===== src/rtl/vga_pkg.sv =====
// Shared timing constants, FSM state type and colour-bar geometry for the VGA scan controller.
package vga_pkg;

  localparam int H_ACTIVE = 640;
  localparam int H_FP     = 16;
  localparam int H_SYNC   = 96;
  localparam int H_BP     = 48;
  localparam int H_TOTAL  = H_ACTIVE + H_FP + H_SYNC + H_BP;

  localparam int V_ACTIVE = 480;
  localparam int V_FP     = 10;
  localparam int V_SYNC   = 2;
  localparam int V_BP     = 33;
  localparam int V_TOTAL  = V_ACTIVE + V_FP + V_SYNC + V_BP;

  localparam int RD_LAT   = 3;
  localparam int ADDR_W   = 19;
  localparam int BAR_W    = 80;

  typedef enum logic [1:0] {
    IDLE = 2'd0,
    RUN  = 2'd1,
    LAST = 2'd2
  } state_t;

endpackage


===== src/rtl/vga_delay_line.sv =====
// Fixed-depth shift register with a synchronous reset to a caller-chosen idle value.
module vga_delay_line #(
  parameter int W = 1,
  parameter int D = 1,
  parameter logic [W-1:0] RST_VAL = '0
) (
  input  logic         clk,
  input  logic         rst,
  input  logic [W-1:0] d,
  output logic [W-1:0] q
);

  logic [W-1:0] sr [D];

  always_ff @(posedge clk) begin
    if (rst) begin
      for (int i = 0; i < D; i++) sr[i] <= RST_VAL;
    end else begin
      sr[0] <= d;
      for (int i = 1; i < D; i++) sr[i] <= sr[i-1];
    end
  end

  assign q = sr[D-1];

endmodule


===== src/rtl/vga_scan_ctrl.sv =====
// VGA raster generator and frame-buffer fetch initiator; re-aligns sync/blank to returned pixels.
// Build option TEST_PATTERN_EN adds internal 8-bar colour pattern selected by test_mode.
module vga_scan_ctrl #(
  parameter int H_ACTIVE = vga_pkg::H_ACTIVE,
  parameter int H_FP     = vga_pkg::H_FP,
  parameter int H_SYNC   = vga_pkg::H_SYNC,
  parameter int H_BP     = vga_pkg::H_BP,
  parameter int V_ACTIVE = vga_pkg::V_ACTIVE,
  parameter int V_FP     = vga_pkg::V_FP,
  parameter int V_SYNC   = vga_pkg::V_SYNC,
  parameter int V_BP     = vga_pkg::V_BP,
  parameter int RD_LAT   = vga_pkg::RD_LAT,
  parameter int ADDR_W   = vga_pkg::ADDR_W
) (
  input  logic              clk,
  input  logic              rst,
  input  logic              img_ready,
  input  logic              test_mode,
  input  logic [7:0]        red_in,
  input  logic [7:0]        green_in,
  input  logic [7:0]        blue_in,
  output logic [ADDR_W-1:0] vga_addr,
  output logic              vga_flag,
  output logic              vga_hs,
  output logic              vga_vs,
  output logic              vga_blank_n,
  output logic              vga_sync_n,
  output logic [7:0]        vga_r,
  output logic [7:0]        vga_g,
  output logic [7:0]        vga_b,
  output logic              frame_done
);
  import vga_pkg::*;

  localparam int H_TOT    = H_ACTIVE + H_FP + H_SYNC + H_BP;
  localparam int V_TOT    = V_ACTIVE + V_FP + V_SYNC + V_BP;
  localparam int HW       = $clog2(H_TOT);
  localparam int VW       = $clog2(V_TOT);
  localparam int HS_START = H_ACTIVE + H_FP;
  localparam int HS_END   = HS_START + H_SYNC;
  localparam int VS_START = V_ACTIVE + V_FP;
  localparam int VS_END   = VS_START + V_SYNC;
  localparam logic [ADDR_W-1:0] ADDR_MAX = ADDR_W'(H_ACTIVE * V_ACTIVE - 1);

  state_t            state, state_nxt;
  logic [HW-1:0]     hcnt;
  logic [VW-1:0]     vcnt;
  logic [ADDR_W-1:0] addr;
  logic              h_end, v_end, frame_end, running;
  logic              de_raw, hs_raw, vs_raw;

  assign h_end     = (hcnt == HW'(H_TOT - 1));
  assign v_end     = (vcnt == VW'(V_TOT - 1));
  assign frame_end = h_end && v_end;
  assign running   = (state != IDLE);

  always_ff @(posedge clk) begin
    if (rst) state <= IDLE;
    else     state <= state_nxt;
  end

  // LAST keeps sweeping so a frame is never cut short by img_ready falling.
  always_comb begin
    state_nxt = state;
    case (state)
      IDLE:    if (img_ready) state_nxt = RUN;
      RUN:     if (!img_ready) state_nxt = LAST;
      LAST:    if (img_ready) state_nxt = RUN;
               else if (frame_end) state_nxt = IDLE;
      default: state_nxt = IDLE;
    endcase
  end

  always_ff @(posedge clk) begin
    if (rst || !running) begin
      hcnt <= '0;
      vcnt <= '0;
    end else if (h_end) begin
      hcnt <= '0;
      vcnt <= v_end ? '0 : vcnt + 1'b1;
    end else begin
      hcnt <= hcnt + 1'b1;
    end
  end

  assign de_raw = running && (hcnt < HW'(H_ACTIVE)) && (vcnt < VW'(V_ACTIVE));
  assign hs_raw = !((hcnt >= HW'(HS_START)) && (hcnt < HW'(HS_END)));
  assign vs_raw = !((vcnt >= VW'(VS_START)) && (vcnt < VW'(VS_END)));

  // Running pixel index: advances only on visible pixels and wraps after the last one.
  always_ff @(posedge clk) begin
    if (rst || !running) begin
      addr <= '0;
    end else if (frame_end) begin
      addr <= '0;
    end else if (de_raw) begin
      addr <= (addr == ADDR_MAX) ? '0 : addr + 1'b1;
    end
  end

  assign vga_addr   = de_raw ? addr : '0;
  assign vga_flag   = running;
  assign frame_done = running && frame_end;
  assign vga_sync_n = 1'b0;

`ifdef TEST_PATTERN_EN
  localparam int PW = 6;
  localparam logic [PW-1:0] PIPE_RST = 6'b011000;
  logic [2:0]    bar_raw, bar_d;
  logic [PW-1:0] pipe_in, pipe_out;
  logic          de_d, hs_d, vs_d;
  assign bar_raw = 3'(hcnt / HW'(BAR_W));
  assign pipe_in = {de_raw, hs_raw, vs_raw, bar_raw};
  assign {de_d, hs_d, vs_d, bar_d} = pipe_out;
`else
  localparam int PW = 3;
  localparam logic [PW-1:0] PIPE_RST = 3'b011;
  logic [PW-1:0] pipe_in, pipe_out;
  logic          de_d, hs_d, vs_d;
  logic          test_mode_unused;
  assign test_mode_unused = test_mode;
  assign pipe_in = {de_raw, hs_raw, vs_raw};
  assign {de_d, hs_d, vs_d} = pipe_out;
`endif

  vga_delay_line #(
    .W       (PW),
    .D       (RD_LAT),
    .RST_VAL (PIPE_RST)
  ) u_align (
    .clk (clk),
    .rst (rst),
    .d   (pipe_in),
    .q   (pipe_out)
  );

  // Output stage: the same edge captures returned pixel data and its delayed timing.
  always_ff @(posedge clk) begin
    if (rst) begin
      vga_hs      <= 1'b1;
      vga_vs      <= 1'b1;
      vga_blank_n <= 1'b0;
      vga_r       <= '0;
      vga_g       <= '0;
      vga_b       <= '0;
    end else begin
      vga_hs      <= hs_d;
      vga_vs      <= vs_d;
      vga_blank_n <= de_d;
      if (!de_d) begin
        vga_r <= '0;
        vga_g <= '0;
        vga_b <= '0;
      end else begin
`ifdef TEST_PATTERN_EN
        if (test_mode) begin
          vga_r <= {8{bar_d[2]}};
          vga_g <= {8{bar_d[1]}};
          vga_b <= {8{bar_d[0]}};
        end else begin
          vga_r <= red_in;
          vga_g <= green_in;
          vga_b <= blue_in;
        end
`else
        vga_r <= red_in;
        vga_g <= green_in;
        vga_b <= blue_in;
`endif
      end
    end
  end

endmodule


===== config.mk =====
export PLATFORM = sky130hd
export DESIGN_NAME = vga_scan_ctrl
export DESIGN_NICKNAME = d
export VERILOG_FILES = /design/src/rtl/vga_pkg.sv /design/src/rtl/vga_delay_line.sv /design/src/rtl/vga_scan_ctrl.sv
export SDC_FILE = /design/constraint.sdc
export NUM_CORES = 1
export LEC_CHECK = 0
export ABC_CLOCK_PERIOD_IN_PS = 1830
export BUFFER_PORTS_ARGS = -buffer_cell sky130_fd_sc_hd__buf_2
export CAP_MARGIN = 20
export CORE_MARGIN = 2
export CORE_UTILIZATION = 40
export CTS_BUF_LIST = sky130_fd_sc_hd__clkbuf_4 sky130_fd_sc_hd__clkbuf_8
export DETAILED_ROUTE_END_ITERATION = 6
export PLACE_DENSITY_LB_ADDON = 0.3
export SYNTH_ARGS = -nofsm -noshare
export SYNTH_HDL_FRONTEND = slang
export SYNTH_SLANG_ARGS = --single-unit

===== constraint.sdc =====
create_clock -name clk -period 1.83 [get_ports clk]
set_clock_uncertainty 0.15 [all_clocks]
set_input_delay 0.2745 -clock clk [delete_from_list [all_inputs] [get_ports clk]]
set_output_delay 0.2745 -clock clk [all_outputs]
set_load 0.01 [all_outputs]

# Yosys cells after proc, flatten, opt, wreduce, memory -nomap -nowiden

Memory sizes are Yosys's and may differ from the RTL's.
Index checks and enable logic that the tools add are counted.

Bits in registers: 68
Bits in writable memories: 9
Output and inout port bits: 49
Memories: 1

Memories:

| name       | depth | bits a word | read ports | clocked after memory_dff | write ports | RTL line             | RTL |
|---|---|---|---|---|---|---|---|
| u_align.sr | 3     | 3           | 3          | 0                        | 3           | vga_delay_line.sv:13 | `logic [W-1:0] sr [D];` |

$add $sub $neg: 3
Order comparisons: 6
Equal/unequal tests: 8
Muxes and demuxes: 14
Bitwise gates (word level): 4
Reduce and logical (&&, ||, !) cells: 16

Operators by type and width:

| cell                                                                          | number |
|---|---|
| 19-bit two-way mux                                                            | 2 |
| 10-bit by 1-bit adder with 10-bit output, second input constant               | 2 |
| 10-bit equality test, second input constant                                   | 2 |
| 10-bit less-than comparator, second input constant                            | 2 |
| 10-bit by 9-bit less-than comparator with 1-bit output, second input constant | 2 |
| 19-bit by 1-bit adder with 19-bit output, second input constant               | 1 |
| 19-bit equality test, second input constant                                   | 1 |
| 10-bit >= comparator, second input constant                                   | 1 |
| 10-bit by 9-bit >= comparator with 1-bit output, second input constant        | 1 |
| 10-bit two-way mux                                                            | 1 |
| 3-bit two-way mux                                                             | 3 |
| 2-bit two-way mux                                                             | 4 |
| 1-bit logical AND                                                             | 6 |
| 2-bit case mux with 3 select lines                                            | 1 |
| 2-bit OR reduction                                                            | 3 |
| 2-bit inequality test, second input constant                                  | 2 |
| 1-bit zero test                                                               | 3 |
| 1-bit two-way mux                                                             | 3 |
| 3-bit inequality test, second input constant                                  | 1 |
| 1-bit bitwise OR                                                              | 3 |
| 3-bit AND reduction                                                           | 1 |
| 2-bit by 1-bit equality test with 1-bit output, second input constant         | 1 |
| 2-bit equality test, second input constant                                    | 1 |
| 2-bit zero test                                                               | 1 |
| other kinds (3)                                                               | 3 |

# Depth between registers and ports, before layout

Gate-level depths: netlist (run 1).

Depth after elaboration: 5
Gate-level depth with buffers: 8
Gate-level depth less buffers: 7

# Modules after synthesis

Synthesis (run 1) repeated with hierarchy kept, for this count alone.

Cell total of the unflattened synthesis: 349
Area total of the unflattened synthesis: 3,181.8 um2

Modules (own cells, without submodules):

| module         | times used | cells each | area an instance (um2) | sequential area each (um2) |
|---|---|---|---|---|
| vga_scan_ctrl  | 1          | 328        | 2,922.8                | 1,361.3 |
| vga_delay_line | 1          | 21         | 259.0                  | 180.2 |

# Least setup slack after synthesis (run 1)

No wires, ideal clock.

Path kind: register -> register
From: reg hcnt[0]
To: reg addr[11]
Arrival time: 1,612 ps
Required time: 1,616 ps
Path slack: 4 ps
Cell stages (with the launch flop): 9
Path buffers: 2
Period minus slack after synthesis: 1,826 ps
Cell sequence: dfxtp_1 -> ha_1 -> and4_4 -> and3_1 -> buf_2 -> a21o_4 -> o21bai_4 -> buf_6 -> nor2_1

Cells in the longest elaborated chain, start to end: 3

Ends and longest elaborated chain:

| item                                                                       | RTL line                                 | RTL |
|---|---|---|
| start, declared                                                            | vga_scan_ctrl.sv:46                      | `logic [HW-1:0] hcnt;` |
| start signal, assigned                                                     | vga_scan_ctrl.sv:82                      | `hcnt <= hcnt + 1'b1;` |
| 10-bit less-than comparator / 10-bit equality test (equally long branches) | vga_scan_ctrl.sv:86, vga_scan_ctrl.sv:52 |  |
| 1-bit logical AND, on equally long branches                                | vga_scan_ctrl.sv:86, vga_scan_ctrl.sv:54 |  |
| 1-bit logical AND / 2-bit OR reduction (equally long branches)             | --                                       |  |
| end signal, assigned                                                       | vga_scan_ctrl.sv:97                      | `addr <= (addr == ADDR_MAX) ? '0 : addr + 1'b1;` |
| end, declared                                                              | vga_scan_ctrl.sv:48                      | `logic [ADDR_W-1:0] addr;` |

Parallel ways exist; a longest one is shown, timed or not.
A chain may end at the register's enable or synchronous reset.

# Worst setup path after layout (run 1)

From: reg vcnt[1]
To: out frame_done

Cells in the longest elaborated chain, start to end: 3

Ends and longest elaborated chain:

| item                   | RTL line             | RTL |
|---|---|---|
| start, declared        | vga_scan_ctrl.sv:47  | `logic [VW-1:0] vcnt;` |
| start signal, assigned | vga_scan_ctrl.sv:80  | `vcnt <= v_end ? '0 : vcnt + 1'b1;` |
| 10-bit equality test   | vga_scan_ctrl.sv:53  | `assign v_end = (vcnt == VW'(V_TOT - 1));` |
| 1-bit logical AND      | vga_scan_ctrl.sv:54  | `assign frame_end = h_end && v_end;` |
| 1-bit logical AND      | vga_scan_ctrl.sv:103 | `assign frame_done = running && frame_end;` |
| end, declared          | vga_scan_ctrl.sv:31  | `output logic frame_done` |

No other way between the ends.

==> out/qor.yml, run 1 <==
violations: "setup timing"
dieArea_mm2: 0.00862
grt_max_degree: 26
gp_congestion: 0.851
muxShareOfSynthArea_pct: 0.317
grt_first_pass_wirelength_mm: 12.3
holdPathEnd: "vga_b[5]$_SDFF_PP0_"
dpl.hpwl_mm: 4.85
antenna_found_initial: 0
crit_chain: "inv_2 > ha_4 > nand4b_1 > nor4_4 > buf_4 > nand2_4 > nor2_4 > buf_6"
fin_nets: 539
power.leakage_nw: 2.06
ys_ff_latch: 77
clk_pin_slew_ns: 0.08
dpl.cell_count: 551
start_util_pct: 41.0
setup_viol: 50
final_cells: 612
slowest_delay_ns: 0.33
critPathLaunchType: "flip-flop"
stdcell_area_mm2: 0.00486
wirelength_mm: 8.15
setup.worst_path.end_class: "output pin"
worst_r2r_path_depth: 11
max_clock_freq_ghz: 0.462
syn_nets: 367
gr-usage-all-layers_pct: 17.8
reg2reg_to: "addr[7]$_SDFFE_PP0P_"
status: "finished, violations left"
syn_area_mm2: 0.00316
yosysMostFrequentCell: "dfxtp_1"
cts.sinks: 77
holdPathStages: 2
synth_area_leaders: "dfxtp_1 49%, and2_1 8.1%, nor2_1 5.4%"
die_h_um: 92.8
rsz0062_at_grt: "yes"
drive_above_1_share_pct: 43.1
drc: 0
wire_per_inst_um: 13.3
pre_cts_ws_ns: -0.0649
drtPass1Iterations: 4
dpl-instance-area_mm2: 0.00400
final_util_pct: 63.2
cts_buffer_depth: 2
synth_ff_type: "dfxtp_1"
coreArea_mm2: 0.00769
cts_tree: "built"
globalRoute.totalOverflow: 0
required_ns: 1.41
hp-class: "in -> reg"
drv_slew: 0
arrival_ns: 1.74
ys_top_cells_by_count: "77 x dfxtp_1, 45 x nor2_1, 41 x and2_1, 17 x xnor2_1"
cp_max_fo: 2
first_global_vias: 2727
vias_per_cell: 4.79
die_x_um: 92.8
synth_area_leader_cell: "dfxtp_1"
worstSetupPathType: "reg -> out"
synth_adder_area_share_pct: 1.98
cp_slowest_cell: "dfxtp_2"
hold_start: "blue_in[5]"
h-tree-depth: 3
cp-startpoint: "vcnt[1]$_SDFFE_PP0N_"
synthXorXnorAreaFrac_pct: 8.33
synth_compound_area_share_pct: 4.84
port_buffers: 74
synth_edf_count: 0
ys.warnings.count: 0
vias: 2933
synth_top_area_share_pct: 48.9
cellPowerDensity_mw_per_mm2: 641
syn_avg_cell_area_um2: 9.45
r2r-start: "vcnt[1]$_SDFFE_PP0N_"
synthSimpleGateAreaFrac_pct: 32.2
ys_seq_area_share_pct: 48.9
insertedDiodeCount: 0
finalHoldViolations: 0
clock_latency_ns: 0.33
synth_cells: 334
fin_crit_ns: 2.16
pin_count: 77
synth_top_family_by_area: "simple AND/OR/NAND/NOR gates"
synthArstFlopShare_pct: 0
fin_setup_tns_ns: -8.66
area_growth_pct: 54.1
max_cap_viol_count: 0
cts-root-buf: "clkbuf_8"
first_iter_violations: 109
regToRegSetupSlack_ns: -0.24
drtAntennaViolNets: 0
synth_cell_types: 47
timing.final.ws_setup_ns: -0.334
cts_buffers: 9
num_rows: 32
worst_ir_drop_vdd_uv: 333
period_share_pct: 118
[critical path: cells and delay by family (launching register included)]
kind                       cells  cell delay (ns)
adders and majority gates      1             0.12
DFF                            1             0.33
and+or+nand+nor                4             0.61
buffers and inverters          3             0.34
[cell families (layout without fill, tap and decap cells)]
| group | count (synthesis) | in the layout |
|---|---|---|
| simple gates | 178 | 179 |
| fa+ha+maj | 5 | 5 |
| mux | 1 | 1 |
| buf+inv | 23 | 198 |
| other cells | 1 | 1 |
| xor+xnor | 30 | 30 |
| compound gates | 19 | 19 |
| flops | 77 | 77 |
[sequential cells by signal (all words and copies together), names as in the netlist, 2 cells and up]
signal      count
addr           19
hcnt           10
state           2
u_align.sr      9
vcnt           10
vga_b           8
vga_g           8
vga_r           8
[stage by stage]
stage	hold WS (ns)	total power [mW]
6_report	0.0142	3.12
5_1_grt	0.0244	3.25
4_1_cts	0.00446	3.10
3_5_place_dp	0.244	1.85
3_3_place_gp	0.241	1.85
2_1_floorplan	0.196	1.79
[where the power goes]
| part | total [mW] | switching [mW] | internal (mW) | leakage (nW) |
|---|---|---|---|---|
| sequential | 1.69 | 0.00442 | 1.68 | 0.626 |
| combinational | 0.231 | 0.0956 | 0.135 | 1.33 |
| clock | 1.20 | 0.580 | 0.618 | 0.0956 |
| total | 3.12 | 0.680 | 2.44 | 2.06 |
[worst max-delay path by stage]
stage                                  to  slack, ns  depth (start not counted)
floorplan           addr[11]$_SDFFE_PP0P_      0.004                          8
global placement              vga_addr[5]      -0.04                          4
detailed placement           vga_addr[18]      -0.06                          4
CTS                            frame_done      -0.35                          6
global route                   frame_done      -0.40                          8
finish                         frame_done      -0.33                          8
[final cells by class]
type,instances,area [um^2]
clock buffers,13,173
clock inverters,2,16.3
fillers,622,2830
inverters,9,33.8
multi-input cells,235,1650
flip-flops and latches,77,1550
well taps,102,128
repair buffers,174,1310
[per-layer routing]
layer | part of all wire (%) | wire, um | track usage [%]
met3 | 6.8 | 552 | 3.58
met5 | 0 | 0 | 0
met4 | 1.6 | 130 | 6.62
met1 | 43 | 3540 | 22.1
met2 | 48 | 3930 | 30.3
[placed cells by master (no fill, tap or decap), drive strengths merged, types with 13 or more instances in the layout]
cell type and n:
buf 149, xor2 13, nor2 45, dlygate4sd3 24, nand4 13, clkbuf 14, xnor2 17, nand3 15
and2 41, dfxtp 77, nand2 15
[repair_timing]
item / in CTS / in global routing
cloned: 0 / 2
endpoints found under the hold margin: 24 / 0
setup buffers: 6 / 14
resized for setup: 21 / 50
pin swaps: 22 / 13
setup endpoints to repair: 28 / 50
hold buffers: 24 / 0
(Power assumes the default switching activity.)
==> run 2: changes to the inputs <==
==> constraint.sdc (replaced) <==
create_clock -name clk -period 1.83 [get_ports clk]
set_clock_uncertainty 0.15 [all_clocks]
set_input_delay 0.2745 -clock clk [delete_from_list [all_inputs] [get_ports clk]]
set_output_delay 0.2745 -clock clk [all_outputs]
set_load 0.1 [all_outputs]
==> run 2 against run 1 <==
  * The flow still finishes with violations (setup timing)
  * Cell count fell by 1.1%
  * Register-to-register slack improved by 0.15 ns
  * Non-clock buffer count fell by 7
  * Worst setup slack got worse by 0.0036 ns
  * Critical endpoint unchanged
  * Largest cell class unchanged
==> out/qor.yml, run 2 (synthesis gave the netlist of run 1 again) <==
grt_first_pass_wirelength_mm: 13.0  # +6.0%
p_total_mw: 3.11  # -0.33%
drtPass1Iterations: 4  # unchanged
max_clock_freq_ghz: 0.461  # -0.16%
wire_per_inst_um: 13.5  # +1.7%
stdcell_area_mm2: 0.00516  # +6.0%
final_util_pct: 67.1  # +3.8 points
drive_above_1_share_pct: 46.1  # +3.0 points
ff_latch_area_mm2: 0.00156  # +0.24%
status: "finished, violations left"
rsz0062_at_grt: "yes"
timing.final.ws_setup_ns: -0.338  # -0.00357 ns
arrival_ns: 1.74  # about the same
power.leakage_nw: 2.07  # +0.70%
critPathTopFamily: "simple AND/OR/NAND/NOR gates"
dieArea_mm2: 0.00862  # unchanged
wirelength_mm: 8.19  # +0.53%
drc: 0  # unchanged
first_global_vias: 2808  # +3.0%
final_cells: 605  # -1.1%
max_flop_register: "addr"
worst_ir_drop_vdd_uv: 281  # -15%
antenna_found_initial: 0  # unchanged
cts.sinks: 77  # unchanged
start_util_pct: 41.0  # unchanged
finalHoldViolations: 0  # unchanged
max_cap_viol_count: 0  # unchanged
cts_tree: "built"
multiInputGateArea_mm2: 0.00174  # +5.5%
required_ns: 1.41  # about the same
coreArea_mm2: 0.00769  # unchanged
clock_latency_ns: 0.35  # +0.02 ns
slowest_delay_ns: 0.33  # about the same
port_buffers: 74  # unchanged
die_h_um: 92.8  # unchanged
final_common_cell: "dfxtp_1"
dpl.hpwl_mm: 4.99  # +2.8%
layout_common_cells: "67 x dfxtp_1, 59 x buf_4, 53 x buf_2"
hp-class: "in -> reg"
largestRegisters: "addr x19, hcnt x10, vcnt x10"
setup.worst_path.end_class: "output pin"
insertedDiodeCount: 0  # unchanged
n_fill_cell: 564  # -9.3%
drtAntennaViolNets: 0  # unchanged
dpl-instance-area_mm2: 0.00441  # +10%
dpl.cell_count: 551  # unchanged
path_buf_inv: 2  # -1
clk_pin_slew_ns: 0.07  # about the same
vias: 2914  # -0.65%
largest_register_ffs: 19  # unchanged
crit_chain: "inv_2 > ha_2 > nand4b_1 > nor4_4 > nand2_2 > nor2_4 > buf_12"
worstSetupPathType: "reg -> out"
pin_count: 77  # unchanged
cellPowerDensity_mw_per_mm2: 603  # -6.0%
fin_nets: 531  # -1.5%
violations: "setup timing"
cts_buffers: 9  # unchanged
setup_viol: 30  # -40%
first_iter_violations: 141  # +29%
cp_slowest_cell: "dfxtp_2"
cts-root-buf: "clkbuf_8"
cp_max_fo: 2  # unchanged
area_growth_pct: 63.4
period_share_pct: 118  # +0.20 points
h-tree-depth: 3  # unchanged
globalRoute.totalOverflow: 0  # unchanged
die_x_um: 92.8  # unchanged
grt_max_degree: 26  # unchanged
drv_slew: 0  # unchanged
fin_crit_ns: 2.17  # +0.00357 ns
gr-usage-all-layers_pct: 18.8  # +1.1 points
critPathLaunchType: "flip-flop"
fin_setup_tns_ns: -5.24  # +3.42 ns
gp_congestion: 0.869  # +2.1%
num_rows: 32  # unchanged
cts_buffer_depth: 2  # unchanged
vias_per_cell: 4.82  # +0.50%
==> run 2: where the power goes <==
part | switching [mW] | internal [mW] | leakage [nW]
clock network | 0.620 | 0.524 | 0.0880
logic | 0.148 | 0.129 | 1.35
registers | 0.00496 | 1.68 | 0.627
total | 0.772 | 2.34 | 2.07
==> run 2: final cells by class <==
type	instances	area share [%]
clock buffer	10	2.67
clock inverter	6	0.752
inverter	9	0.655
multi-input combinational	234	33.7
sequential	77	30.2
tap	102	2.48
timing repair buffer	167	29.5
==> run 2: stage by stage <==
stage / setup slack, ns / hold WS (ns)
floorplan: -0.159 / 0.196
global placement: 0.0152 / 0.243
finish: -0.338 / 0.138
global route: -0.410 / 0.148
CTS: -0.351 / 0.121
detailed placement: -0.0122 / 0.248
==> run 2: final timing paths <==
check,endpoint,slack [ns],depth (start not counted),startpoint
setup reg to reg,addr[11]$_SDFFE_PP0P_,-0.09,6,addr[14]$_SDFFE_PP0P_
hold reg to reg,u_align.sr[0][3]$_SDFF_PP1_,0.25,1,u_align.sr[0][0]$_SDFF_PP1_
hold / removal,u_align.sr[0][0]$_SDFF_PP1_,0.14,3,rst
setup / recovery,frame_done,-0.34,7,vcnt[0]$_SDFFE_PP0N_
==> run 2: layer usage <==
layer | vias up | track usage [%] | part of all wire, %
met1 | 1359 | 22.8 | 44
met4 | 0 | 8.46 | 2.1
li1 | 1447 | - | -
met3 | 14 | 3.91 | 5.7
met2 | 94 | 31.9 | 48
met5 | - | 0 | 0
==> run 2: worst reg2reg max path: stages, from the launching register on <==
cell and delay (ns):
dfxtp_1 0.34, nor4b_4 0.30, nand3_1 0.16, or3_4 0.43, o21bai_4 0.19, clkbuf_16 0.20
nor2_1 0.04
==> run 2: repair_timing <==
item / CTS / global route
cloned: 1 / 1
hold endpoints to repair: 25 / 0
endpoints found under the setup margin: 34 / 49
setup buffers: 7 / 5
hold buffers: 25 / 0
gates resized for setup: 12 / 39
pin swaps: 5 / 17
